==> src/rtl/vpu_reduction_issuer_pkg.sv <==
// Shared types and constants for the VPU reduction issuer: request opcodes, vector geometry
// and the issuer FSM state encoding.
package vpu_reduction_issuer_pkg;

  localparam int unsigned ELEM_PER_DIM_CNT = 32;
  localparam int unsigned EXEC_CNT         = 2;
  localparam int unsigned OPERAND_WIDTH    = 16;

  typedef enum logic [2:0] {
    VPU_H2D_REQ_OPCODE_NOP   = 3'd0,
    VPU_H2D_REQ_OPCODE_LOAD  = 3'd1,
    VPU_H2D_REQ_OPCODE_STORE = 3'd2,
    VPU_H2D_REQ_OPCODE_FADD  = 3'd3,
    VPU_H2D_REQ_OPCODE_FMUL  = 3'd4,
    VPU_H2D_REQ_OPCODE_FSUM  = 3'd5,
    VPU_H2D_REQ_OPCODE_FMAX  = 3'd6,
    VPU_H2D_REQ_OPCODE_FMIN  = 3'd7
  } vpu_h2d_req_opcode_t;

  typedef enum logic [1:0] {
    StIdle,
    StIssue,
    StWait,
    StResp
  } vpu_red_issue_state_t;

  function automatic logic is_red_opcode(vpu_h2d_req_opcode_t op);
    return (op == VPU_H2D_REQ_OPCODE_FSUM) || (op == VPU_H2D_REQ_OPCODE_FMAX);
  endfunction

endpackage

==> src/rtl/vpu_reduction_issuer_if.sv <==
// Request, engine and response signal bundle for the reduction issuer. The issuer side uses
// the master modport; the decoder/engine environment uses the slave modport.
interface vpu_reduction_issuer_if
  import vpu_reduction_issuer_pkg::*;
#(
  parameter int unsigned ElemCnt      = ELEM_PER_DIM_CNT,
  parameter int unsigned ExecCnt      = EXEC_CNT,
  parameter int unsigned OperandWidth = OPERAND_WIDTH
) ();

  localparam int unsigned BeatW = ElemCnt / ExecCnt * OperandWidth;

  logic                              req_valid;
  logic                              req_ready;
  vpu_h2d_req_opcode_t               req_opcode;
  logic [ElemCnt*OperandWidth-1:0]   req_vec;

  logic                              start;
  vpu_h2d_req_opcode_t               opcode;
  logic                              is_sum;
  logic [BeatW-1:0]                  operand;
  logic                              done;
  logic [BeatW-1:0]                  dout;

  logic                              resp_valid;
  logic                              resp_ready;
  logic [OperandWidth-1:0]           resp_data;
  logic                              resp_err;

  modport master (
    input  req_valid, req_opcode, req_vec, done, dout, resp_ready,
    output req_ready, start, opcode, is_sum, operand, resp_valid, resp_data, resp_err
  );

  modport slave (
    output req_valid, req_opcode, req_vec, done, dout, resp_ready,
    input  req_ready, start, opcode, is_sum, operand, resp_valid, resp_data, resp_err
  );

endinterface

==> src/rtl/vpu_reduction_issuer.sv <==
// Reduction front-end: slices one FSUM/FMAX vector into back-to-back engine beats, waits for
// done and returns lane 0 as the scalar result. Optional WAIT watchdog: VPU_RED_ISSUE_TIMEOUT_EN.
module vpu_reduction_issuer
  import vpu_reduction_issuer_pkg::*;
#(
  parameter int unsigned ElemCnt       = ELEM_PER_DIM_CNT,
  parameter int unsigned ExecCnt       = EXEC_CNT,
  parameter int unsigned OperandWidth  = OPERAND_WIDTH
`ifdef VPU_RED_ISSUE_TIMEOUT_EN
  ,
  parameter int unsigned TimeoutCycles = 255
`endif
) (
  input  logic                   clk,
  input  logic                   rst_n,
  vpu_reduction_issuer_if.master bus_io
);

  localparam int unsigned Dw    = ElemCnt / ExecCnt * OperandWidth;
  localparam int unsigned BeatW = $clog2(ExecCnt) + 1;
  localparam logic [BeatW-1:0] LastBeat = BeatW'(ExecCnt - 1);

  vpu_red_issue_state_t            state_q, state_d;
  logic [BeatW-1:0]                beat_q, beat_d;
  logic [ElemCnt*OperandWidth-1:0] vec_q, vec_d;
  vpu_h2d_req_opcode_t             opcode_q, opcode_d;
  logic                            is_sum_q, is_sum_d;
  logic [OperandWidth-1:0]         data_q, data_d;
  logic                            err_q, err_d;
  logic                            accept;
  logic                            timeout;
  logic                            unused_dout;

  // Only lane 0 of the broadcast result is meaningful.
  assign unused_dout = ^bus_io.dout[Dw-1:OperandWidth];

`ifdef VPU_RED_ISSUE_TIMEOUT_EN
  localparam int unsigned CntW = $clog2(TimeoutCycles + 1);
  logic [CntW-1:0] wait_cnt_q, wait_cnt_d;
  assign timeout = (wait_cnt_q == CntW'(TimeoutCycles - 1));
`else
  assign timeout = 1'b0;
`endif

  assign bus_io.req_ready = (state_q == StIdle) & rst_n;
  assign accept           = bus_io.req_valid & bus_io.req_ready;

  always_comb begin
    state_d  = state_q;
    beat_d   = beat_q;
    vec_d    = vec_q;
    opcode_d = opcode_q;
    is_sum_d = is_sum_q;
    data_d   = data_q;
    err_d    = err_q;
`ifdef VPU_RED_ISSUE_TIMEOUT_EN
    wait_cnt_d = wait_cnt_q;
`endif
    unique case (state_q)
      StIdle: begin
        if (accept) begin
          vec_d    = bus_io.req_vec;
          opcode_d = bus_io.req_opcode;
          is_sum_d = (bus_io.req_opcode == VPU_H2D_REQ_OPCODE_FSUM);
          beat_d   = '0;
          if (is_red_opcode(bus_io.req_opcode)) begin
            state_d = StIssue;
          end else begin
            state_d = StResp;
            err_d   = 1'b1;
            data_d  = '0;
          end
        end
      end
      StIssue: begin
        beat_d = beat_q + BeatW'(1);
        if (beat_q == LastBeat) begin
          state_d = StWait;
`ifdef VPU_RED_ISSUE_TIMEOUT_EN
          wait_cnt_d = '0;
`endif
        end
      end
      StWait: begin
        if (bus_io.done) begin
          data_d  = bus_io.dout[OperandWidth-1:0];
          err_d   = 1'b0;
          state_d = StResp;
        end else if (timeout) begin
          data_d  = '0;
          err_d   = 1'b1;
          state_d = StResp;
        end
`ifdef VPU_RED_ISSUE_TIMEOUT_EN
        wait_cnt_d = wait_cnt_q + CntW'(1);
`endif
      end
      StResp: begin
        if (bus_io.resp_ready) begin
          state_d = StIdle;
        end
      end
      default: state_d = StIdle;
    endcase
  end

  always_ff @(posedge clk) begin
    if (!rst_n) begin
      state_q  <= StIdle;
      beat_q   <= '0;
      vec_q    <= '0;
      opcode_q <= VPU_H2D_REQ_OPCODE_FSUM;
      is_sum_q <= 1'b0;
      data_q   <= '0;
      err_q    <= 1'b0;
`ifdef VPU_RED_ISSUE_TIMEOUT_EN
      wait_cnt_q <= '0;
`endif
    end else begin
      state_q  <= state_d;
      beat_q   <= beat_d;
      vec_q    <= vec_d;
      opcode_q <= opcode_d;
      is_sum_q <= is_sum_d;
      data_q   <= data_d;
      err_q    <= err_d;
`ifdef VPU_RED_ISSUE_TIMEOUT_EN
      wait_cnt_q <= wait_cnt_d;
`endif
    end
  end

  always_comb begin
    bus_io.start   = (state_q == StIssue);
    bus_io.operand = '0;
    if (state_q == StIssue) begin
      bus_io.operand = vec_q[beat_q*Dw +: Dw];
    end
  end

  assign bus_io.opcode     = opcode_q;
  assign bus_io.is_sum     = is_sum_q;
  assign bus_io.resp_valid = (state_q == StResp);
  assign bus_io.resp_data  = data_q;
  assign bus_io.resp_err   = err_q;

endmodule
==> src/flat_wrapper.sv <==
// flat-port wrapper written by rule: the top's interface ports become plain ports
module vpu_reduction_issuer_flat import vpu_reduction_issuer_pkg::*;
#(
  parameter int unsigned ElemCnt       = ELEM_PER_DIM_CNT,
  parameter int unsigned ExecCnt       = EXEC_CNT,
  parameter int unsigned OperandWidth  = OPERAND_WIDTH

)
  (clk, rst_n, bus_io_req_valid, bus_io_req_opcode, bus_io_req_vec, bus_io_done, bus_io_dout, bus_io_resp_ready, bus_io_req_ready, bus_io_start, bus_io_opcode, bus_io_is_sum, bus_io_operand, bus_io_resp_valid, bus_io_resp_data, bus_io_resp_err);
  vpu_reduction_issuer_if #(.ElemCnt(ElemCnt), .ExecCnt(ExecCnt), .OperandWidth(OperandWidth)) bus_io_i ();
  input  logic clk;
  input  logic rst_n;
  input wire logic [$bits(bus_io_i.req_valid)-1:0] bus_io_req_valid;
  input wire logic [$bits(bus_io_i.req_opcode)-1:0] bus_io_req_opcode;
  input wire logic [$bits(bus_io_i.req_vec)-1:0] bus_io_req_vec;
  input wire logic [$bits(bus_io_i.done)-1:0] bus_io_done;
  input wire logic [$bits(bus_io_i.dout)-1:0] bus_io_dout;
  input wire logic [$bits(bus_io_i.resp_ready)-1:0] bus_io_resp_ready;
  output wire logic [$bits(bus_io_i.req_ready)-1:0] bus_io_req_ready;
  output wire logic [$bits(bus_io_i.start)-1:0] bus_io_start;
  output wire logic [$bits(bus_io_i.opcode)-1:0] bus_io_opcode;
  output wire logic [$bits(bus_io_i.is_sum)-1:0] bus_io_is_sum;
  output wire logic [$bits(bus_io_i.operand)-1:0] bus_io_operand;
  output wire logic [$bits(bus_io_i.resp_valid)-1:0] bus_io_resp_valid;
  output wire logic [$bits(bus_io_i.resp_data)-1:0] bus_io_resp_data;
  output wire logic [$bits(bus_io_i.resp_err)-1:0] bus_io_resp_err;
  assign bus_io_i.req_valid = bus_io_req_valid;
  assign bus_io_i.req_opcode = bus_io_req_opcode;
  assign bus_io_i.req_vec = bus_io_req_vec;
  assign bus_io_i.done = bus_io_done;
  assign bus_io_i.dout = bus_io_dout;
  assign bus_io_i.resp_ready = bus_io_resp_ready;
  assign bus_io_req_ready = bus_io_i.req_ready;
  assign bus_io_start = bus_io_i.start;
  assign bus_io_opcode = bus_io_i.opcode;
  assign bus_io_is_sum = bus_io_i.is_sum;
  assign bus_io_operand = bus_io_i.operand;
  assign bus_io_resp_valid = bus_io_i.resp_valid;
  assign bus_io_resp_data = bus_io_i.resp_data;
  assign bus_io_resp_err = bus_io_i.resp_err;
  vpu_reduction_issuer #(.ElemCnt(ElemCnt), .ExecCnt(ExecCnt), .OperandWidth(OperandWidth)) u_core (.clk(clk), .rst_n(rst_n), .bus_io(bus_io_i));
endmodule
==> config.mk <==
export PLATFORM = sky130hd
export DESIGN_NAME = vpu_reduction_issuer_flat
export DESIGN_NICKNAME = d
export VERILOG_FILES = /design/src/rtl/vpu_reduction_issuer_pkg.sv /design/src/rtl/vpu_reduction_issuer_if.sv /design/src/rtl/vpu_reduction_issuer.sv /design/src/flat_wrapper.sv
export SDC_FILE = /design/constraint.sdc
export NUM_CORES = 1
export LEC_CHECK = 0
export ABC_AREA = 0
export CAP_MARGIN = 20
export CORE_AREA = 2 2 412 414
export CTS_BUF_LIST = sky130_fd_sc_hd__clkbuf_8
export DETAILED_ROUTE_END_ITERATION = 10
export DIE_AREA = 0 0 414 416
export SLEW_MARGIN = 40
export SYNTH_ARGS = -nofsm -noshare
export SYNTH_HDL_FRONTEND = slang
export SYNTH_SLANG_ARGS = --single-unit
==> constraint.sdc <==
create_clock -name clk -period 1.79 [get_ports clk]
set_clock_uncertainty 0.05 [all_clocks]
set_input_delay 0.358 -clock clk [delete_from_list [all_inputs] [get_ports clk]]
set_output_delay 0.358 -clock clk [all_outputs]
set_load 0.01 [all_outputs]
==> insert_results.sql <==
INSERT INTO impl_metrics (metric_group, metric, value, unit) VALUES
('placed_design', 'place_congestion', '0.872', ''),
('setup_path', 'worstSetupPathType', 'reg -> out', ''),
('routing', 'num_vias', '26100', ''),
('layout', 'final_non_filler_cell_total', '6688', ''),
('layout', 'final_cell_area', '0.0436', 'mm²'),
('timing', 'grt_setup_unrepaired', 'true', ''),
('routing', 'firstDrtPassIters', '5', ''),
('global_route', 'first_pass_grt_wire_length', '176', 'mm'),
('clock_network', 'cts_inserted_buffers', '100', ''),
('logic_synthesis', 'syn_area_per_cell', '7.69', 'µm²'),
('timing', 'max_slew_margin', '0.482', ''),
('timing', 'worst_slew_pin_slew', '774', 'ps'),
('routing', 'dr_wl_met3', '9.91', 'mm'),
('die', 'chipHeight', '416', 'µm'),
('run_status', 'violated_checks', 'setup timing', ''),
('logic_synthesis', 'ys_types', '32', ''),
('global_route', 'global_route.overflow_total', '0', ''),
('run', 'cap_viol_max_count', '0', ''),
('routing', 'residual_drc_count', '0', ''),
('logic_synthesis', 'syn_inst', '2923', ''),
('setup_path', 'worst-endpoint-arrival', '2380', 'ps'),
('logic_synthesis', 'yosysSeqAreaShare', '0.478', ''),
('setup_path', 'reg2regPathDepth', '8', ''),
('setup_path', 'crit_path_start_kind', 'flip-flop', ''),
('logic_synthesis', 'synth_top_family_by_area', 'simple AND/OR/NAND/NOR gates', ''),
('routing', 'totalWireLength', '126', 'mm'),
('logic_synthesis', 'ys.flop_type', 'dfxtp_1', ''),
('placed_design', 'cell_count_after_placement', '5904', ''),
('setup_path', 'regToRegSetupSlack', '-240', 'ps'),
('layout', 'syn2layout_area_growth', '94.0', '%'),
('setup_path', 'endpoint_kind', 'output port', ''),
('placed_design', 'post-place-ws', '-554', 'ps'),
('clock_network', 'ctsRootBufferMaster', 'clkbuf_8', ''),
('run_status', 'outcome', 'complete, but fails checks', ''),
('global_route', 'global_route.usage.total', '0.138', ''),
('placed_design', 'port_buffers', '815', ''),
('logic_synthesis', 'synth.cell_area', '0.0225', 'mm²'),
('worst_hold_path', 'worst_hold_path_type', 'in -> reg', ''),
('setup_path', 'cp_num_buf_inv', '3', ''),
('clock_network', 'cts_num_sinks', '537', ''),
('placed_design', 'dpl.hpwl', '91.9', 'mm'),
('layout', 'layout.area.seq', '0.0108', 'mm²'),
('clock_network', 'cts_max_path_buffers', '3', ''),
('worst_hold_path', 'hold-path-cell-count', '3', ''),
('die', 'die-width', '414', 'µm'),
('setup_path', 'timing.rr.end', 'u_core.bus_io.is_sum', ''),
('setup_path', 'worst_path_max_delay_cell', 'clkdlybuf4s50_1', ''),
('die', 'io_pins', '1056', ''),
('timing', 'timing.final.setup_violations', '742', ''),
('setup_path', 'crit_start', 'u_core.beat_q[0]', ''),
('routing', 'routedWlPerCell', '18.9', 'µm'),
('logic_synthesis', 'muxShareOfSynthArea', '0.123', ''),
('worst_hold_path', 'min_to', 'u_core.vec_q[5]', ''),
('setup_path', 'cpPeakStageDelay', '480', 'ps'),
('logic_synthesis', 'ys.warnings.count', '0', ''),
('timing', 'report.final.hold_viol_count', '0', ''),
('pwr', 'ir_drop', '0.666', 'mV'),
('die', 'rows', '151', ''),
('pwr', 'power_density', '1120', 'mW/mm²'),
('pwr', 'p_leak', '18.8', 'nW'),
('routing', 'antenna_left', '0', ''),
('global_route', 'grt_pass1_vias', '26300', ''),
('logic_synthesis', 'share_of_synthesized_cell_area_in_and_or_nand_and_nor_gates', '0.340', ''),
('clock_network', 'ctsHtreeMaxLevel', '3', ''),
('timing', 'final.period_utilization', '1.56', ''),
('setup_path', 'timing.critical_path.required', '1380', 'ps'),
('logic_synthesis', 'mappedNetlistNets', '3705', ''),
('layout', 'final_core_utilization', '0.259', ''),
('timing', 'postLayoutSetupSlackWorst', '-995', 'ps'),
('logic_synthesis', 'ys_async_sr_fraction', '0', ''),
('worst_hold_path', 'hp_start', 'bus_io_req_vec[5]', '');
## synth_stat cells (all sizes together) (2+ instances only)
| cell | count | area (µm²) |
|---|---|---|
| clkbuf | 78 | 303 |
| a31oi | 3 | 18.8 |
| mux2i | 275 | 2750 |
| a21oi | 2 | 10.0 |
| inv | 7 | 26.3 |
| buf | 159 | 818 |
| nor2 | 261 | 980 |
| a41oi | 2 | 17.5 |
| nand3 | 530 | 2660 |
| ha | 6 | 75.1 |
| nand2b | 3 | 18.8 |
| dfxtp | 537 | 10800 |
| nand2 | 1047 | 3930 |
## worst min-delay path: cells and delay by family
kind                   cells  cell delay, ps
buffers and inverters      1             450
and+or+nand+nor            2             120
## what timing repair did
action                                 CTS  global route
setup endpoints to repair              802           808
gates cloned                            12             4
pin swaps                               28            17
gates resized for setup                882           247
hold buffers                           462             0
endpoints found under the hold margin  477             0
buffers inserted                        94            35
## sequential cells by signal (all words and copies together), names as in the netlist
signal,count
u_core.vec_q,512
u_core.bus_io.resp_data,16
u_core.bus_io.opcode,3
u_core.beat_q,2
u_core.state_q,2
u_core.bus_io.is_sum,1
u_core.bus_io.resp_err,1
## layer usage
layer  vias to the layer above  track usage
met4                        26       0.0579
met5                         -            0
met3                       267       0.0439
met2                      1076        0.227
met1                     12300        0.167
li1                      12400            -
## logic make-up (layout without fill, tap and decap cells)
kind of cell	after synthesis	after routing
AND/OR/NAND/NOR	1847	1847
flip-flops	537	537
multiplexers	275	275
buffers and inverters	245	1767
AO/OA/AOI/OAI	12	12
adder cells (fa/ha/maj)	6	6
XOR/XNOR	1	1
other	0	25
## per-stage QoR
step	hold WS (ps)	power, mW	setup TNS [ps]
floorplan	383	22.9	-1340
global route	37.8	51.2	-325750
global placement	390	30.2	-182800
CTS	0.874	47.8	-287200
finish	118	48.9	-254780
detailed placement	394	30.3	-179950
## power breakdown
| part | internal (mW) | switching (mW) |
|---|---|---|
| Combinational | 10.3 | 9.54 |
| Clock | 6.94 | 5.83 |
| Sequential | 14.5 | 1.82 |
## cells in the final DEF, fill, tap and decap left out, types with 3 or more instances in the layout
cell type           n
a31oi_1             3
buf_12             67
buf_16             16
buf_2             108
buf_4             172
buf_6              73
buf_8              34
bufinv_16           6
clkbuf_2           11
clkbuf_8          120
clkdlybuf4s15_2    13
clkdlybuf4s50_1   545
clkinv_2            7
clkinvlp_4          4
dfxtp_1           534
diode_2            25
dlygate4sd2_1      74
dlygate4sd3_1     462
dlymetal6s2s_1     11
ha_1                4
inv_1              34
mux2i_1           184
mux2i_2            36
mux2i_4            55
nand2_1          1046
nand2b_1            3
nand3_1           529
nor2_1            183
nor2_2             44
nor2_4             34
## area by class of cell
type                    instances  area share
well taps                    2218      0.0637
flip-flops and latches        537       0.247
multi-input cells            2141       0.271
diodes                         25     0.00144
clock buffers                 120      0.0379
repair buffers               1590       0.369
inverters                       7    0.000603
clock inverters                50     0.00967
## worst max-delay path by stage
| stage | end | cells after the start |
|---|---|---|
| after floorplan | bus_io_operand[125] | 6 |
| after global placement | bus_io_operand[83] | 5 |
| after detailed placement | bus_io_operand[83] | 5 |
| after CTS | bus_io_operand[13] | 6 |
| after global routing | bus_io_operand[27] | 5 |
| final | bus_io_operand[27] | 5 |
(Power assumes the default switching activity.)
